===== config.mk =====
export PLATFORM = sky130hd
export DESIGN_NAME = parity_stream
export DESIGN_NICKNAME = d
export VERILOG_FILES = /design/src/rtl/parity_stream.sv
export SDC_FILE = /design/constraint.sdc
export NUM_CORES = 1
export LEC_CHECK = 0
export ABC_AREA = 1
export CORE_ASPECT_RATIO = 1.25
export CORE_MARGIN = 1.5
export CORE_UTILIZATION = 43
export CTS_CLUSTER_SIZE = 14
export DETAILED_ROUTE_END_ITERATION = 10
export PLACE_DENSITY = 0.76
export SYNTH_ARGS = -nofsm -noshare
export SYNTH_HDL_FRONTEND = slang
export SYNTH_SLANG_ARGS = --single-unit

===== constraint.sdc =====
create_clock -name clk -period 1.65 [get_ports clk]
set_input_delay 0.2475 -clock clk [delete_from_list [all_inputs] [get_ports clk]]
set_output_delay 0.2475 -clock clk [all_outputs]
set_load 0.03 [all_outputs]

===== src/rtl/parity_stream.sv =====
// parity_stream: packet-wide parity over a valid/ready beat stream, one registered result per packet.
// Define PARITY_STREAM_CHECK_EN to compare the received in_par against the generated check bit.
module parity_stream #(
  parameter int DATA_W    = 32,
  parameter int MAX_BEATS = 16,
  localparam int CNT_W    = $clog2(MAX_BEATS + 1)
) (
  input  logic             clk,
  input  logic             rst_n,
  input  logic             sel,
  input  logic             in_valid,
  output logic             in_ready,
  input  logic [DATA_W-1:0] in_data,
  input  logic             in_last,
  input  logic             in_par,
  output logic             out_valid,
  input  logic             out_ready,
  output logic             out_check,
  output logic             out_err,
  output logic             out_ovf,
  output logic [CNT_W-1:0] out_beats
);
  typedef enum logic [1:0] {IDLE, ACCUM, HOLD} state_t;
  state_t           state_q;
  logic             acc_q, sel_q, check_q, ovf_q;
  logic [CNT_W-1:0] cnt_q, beats_q;
  logic             fire, first, acc_d, sel_d, full, close, ovf_d, check_d;
  logic [CNT_W-1:0] cnt_d;
  assign in_ready  = state_q != HOLD;
  assign out_valid = state_q == HOLD;
  assign fire      = in_valid && in_ready;
  assign first     = state_q == IDLE;
  // sel is taken only from the first beat so mid-packet changes cannot flip the result
  assign sel_d     = first ? sel : sel_q;
  assign acc_d     = (first ? 1'b0 : acc_q) ^ (^in_data);
  assign cnt_d     = first ? CNT_W'(1) : cnt_q + 1'b1;
  assign full      = cnt_d == CNT_W'(MAX_BEATS);
  assign close     = in_last || full;
  assign ovf_d     = full && !in_last;
  assign check_d   = acc_d ^ sel_d;
  assign out_check = check_q;
  assign out_ovf   = ovf_q;
  assign out_beats = beats_q;
  always_ff @(posedge clk or negedge rst_n) begin
    if (!rst_n) begin
      state_q <= IDLE;
      acc_q   <= 1'b0;
      sel_q   <= 1'b0;
      cnt_q   <= '0;
      check_q <= 1'b0;
      ovf_q   <= 1'b0;
      beats_q <= '0;
    end else if (state_q == HOLD) begin
      if (out_ready) state_q <= IDLE;
    end else if (fire) begin
      acc_q   <= acc_d;
      sel_q   <= sel_d;
      cnt_q   <= cnt_d;
      state_q <= close ? HOLD : ACCUM;
      if (close) begin
        check_q <= check_d;
        ovf_q   <= ovf_d;
        beats_q <= cnt_d;
      end
    end
  end
`ifdef PARITY_STREAM_CHECK_EN
  logic err_q;
  assign out_err = err_q;
  always_ff @(posedge clk or negedge rst_n) begin
    if (!rst_n) err_q <= 1'b0;
    else if (fire && close) err_q <= !ovf_d && (in_par != check_d);
  end
`else
  logic unused_par;
  assign unused_par = in_par;
  assign out_err    = 1'b0;
`endif
endmodule

==> run_results.csv <==
group,metric,value,unit
worst_setup_path,critPathCaptureType,"flop",
pwr,ir_drop,0.3551,mV
drt,drc,12,
global_routing,antenna_found_initial,0,
floorplanning,core_area,3573,um^2
worst_setup_path,path_buf_inv,1,
worst_setup_path,worst_ep_arrival_time,1870,ps
clock_tree,cts.clk_slew.worst_paths,60,ps
worst_setup_path,crit_type,"reg2reg",
drt,dr.pass1.iters,8,
timing,setup_ws,-26.12,ps
floorplanning,die_h,72.11,um
synth,synth-seq-area-share,24.37,%
global_routing,grt_pass1_vias,1706,
synth,syn_area,1643,um^2
synth,ys_types,22,
clock_tree,cts_buffers,3,
run_status,violations,"design-rule violations, negative setup slack",
clock_tree,clockBufferDepth,2,
timing,setup_tns,-104.1,ps
synth,syn_area_per_cell,5.102,um^2
worst_setup_path,cpMaxStageDelayCell,"dfrtp_1",
clock_tree,numClockSinks,16,
global_routing,grt_usage,18.67,%
worst_hold_path,hold_path.class,"in2async",
clock_tree,clk_latency,250,ps
floorplanning,initial_utilization,45.97,%
floorplanning,fp.dieArea,4203,um^2
clock_tree,post-cts-setup-buffers,0,
timing,hold_slack,322.7,ps
worst_setup_path,worstPathCellList,"ha_2, nand2_2, nor2_4, a21oi_2, nand2_2, nor2_2, nand4_2, a21oi_4, buf_6, nand3_2, nand2_1",
layout,layout-drive-gt1-share,14.55,%
timing,period_needed,1676,ps
worst_setup_path,required,1840,ps
synth,ys_ff_latch,16,
pwr,power_density,813.4,nW/um^2
placement,dp_hpwl,2822,um
drt,wirelength,3522,um
floorplanning,rows,24,
timing,fin_worst_skew,1.853,ps
worst_setup_path,cp_top_family,"simple AND/OR/NAND/NOR gates",
run_status,status,"complete, but fails checks",
worst_setup_path,startpoint_type,"flop",
drt,viasPerCell,4.577,
run,max_cap_violations,0,
drt,drt.antenna.violating_nets,0,
floorplanning,die_w,58.29,um
clock_tree,cts_tree,"built",
placement,gp_congestion,0.7712,
timing,setup_viol,6,
synth,syn-num-nets,362,
timing,final-hold-violation-count,0,
worst_setup_path,critPathMaxStageDelay,380,ps
timing,finalCritPeriodShare,101.6,%
drt,drt-initial-drc-count,53,
placement,preCtsSetupSlack,-234.4,ps
layout,syn_to_final_growth,46.31,%
pwr,leakage,1.589,nW
worst_setup_path,cp_common_cell,"nand2_2",
global_routing,overflow,0,
worst_setup_path,rrSetupSlack,-30,ps
timing,slew_violations,0,
placement,io_buffer_count,46,
drt,vias,1913,
drt,wl_per_cell,8.426,um
timing,fmax,596.6,MHz
layout,final_nets,420,
floorplanning,ios,49,
synth,yosys_warnings,0,
clock_tree,clock-root-buffer,"clkbuf_8",
timing,rsz0062_at_grt,"yes",
global_routing,grt_max_degree,17,
global_routing,grt_pass1_wl,6396,um
clock_tree,h-tree-depth,1,
layout,final.fill_count,344,
worst_setup_path,critical_path_peak_fanout,4,
synth,syn_inst,322,
-- metrics by stage --
stage          cells  area (um^2)  utilization [%]  total power, mW
4_1_cts          417         2265            63.38            1.929
3_3_place_gp     414         2210            61.83            1.600
3_5_place_dp     414         2210            61.83            1.621
6_report         418         2404            67.26            1.955
5_1_grt          417         2401            67.19            2.145
2_1_floorplan    322         1645                -            1.231
-- layer usage --
layer	part of all wire, %	vias to the layer above	track usage (%)
met3	2.1	2	1.783
met1	43	820	20.99
met5	0	-	0
met4	0.48	0	8.786
met2	54	31	34.46
li1	-	1060	-
-- registers in the layout (all words and copies together) (netlist names) --
signal     count
state_q        2
out_check      1
sel_q          1
out_ovf        1
out_beats      5
acc_q          1
cnt_q          5
-- Yosys cell counts --
master    instances  share of area (%)
o31ai_1           1               0.46
buf_2             1               0.30
inv_1            47                 11
nand2_1         210                 48
nor2_2            2               0.76
xor2_1            1               0.53
o21ai_0           1               0.30
a21oi_1           1               0.30
ha_1              1               0.76
conb_1            1               0.23
nor2_4            1               0.69
nand4_2           1               0.76
nand3b_1          1               0.46
dfrtp_1          16                 24
o21ai_1           6                1.8
inv_2             4               0.91
mux2i_1           1               0.61
a21oi_4           1               0.99
nor2_1           11                2.5
buf_4             1               0.46
nand3_1          12                3.7
inv_4             1               0.38
-- cell usage in the layout (no fill, tap or decap), drive strengths merged, types with 3 or more instances in the layout --
cell type	n
clkbuf	3
clkdlybuf4s50	22
nor2	14
o21ai	7
dfrtp	16
nand2	210
inv	52
dlymetal6s2s	22
nand3	12
buf	9
-- final timing paths --
path,from,cells after the start,to
setup / recovery,cnt_q[1],11,out_check
hold / removal,rst_n,2,cnt_q[1]
setup reg to reg,cnt_q[1],11,out_check
hold reg to reg,out_beats[3],2,out_beats[3]
max in group asynchronous,rst_n,2,out_ovf
min in group clk,out_beats[3],2,out_beats[3]
-- power breakdown --
group / internal [mW] / total, mW / switching (mW)
clock: 0.162 / 0.286 / 0.124
combinational: 0.454 / 1.08 / 0.624
sequential: 0.514 / 0.591 / 0.0767
-- timing repair --
action / CTS / global route
pin swaps: 4 / 4
hold buffers: 0 / 0
gates resized for setup: 7 / 51
setup endpoints to repair: 10 / 10
-- worst reg2reg max path, cell delays in order (launching register included) --
cell     delay [ps]
dfrtp_1         380
ha_2            200
nand2_2          70
nor2_4           40
a21oi_2         120
nand2_2          70
nor2_2          120
nand4_2         120
a21oi_4         210
buf_6           150
nand3_2          70
nand2_1          50
-- final cells by class --
type	instances	area [um^2]	share of cell area (%)
Tap cell	39	48.80	2.030
Antenna cell	1	2.502	0.1041
Clock buffer	3	41.29	1.718
Sequential cell	16	400.4	16.66
Multi-Input combinational cell	252	1129	46.95
Inverter	52	197.7	8.225
Timing Repair Buffer	55	584.3	24.31
-- cells by family after synthesis --
group                      count (synthesis)  share of synthesized area [%]
other                                      1                         0.2283
DFF                                       16                          24.37
and+or+nand+nor                          238                          56.82
xor gates and xnor gates                   1                         0.5332
adders and majority gates                  1                         0.7615
AOI/OAI and AO/OA                         10                          3.884
buffers and inverters                     54                          12.80
muxes                                      1                         0.6093
(Power assumes the default switching activity.)
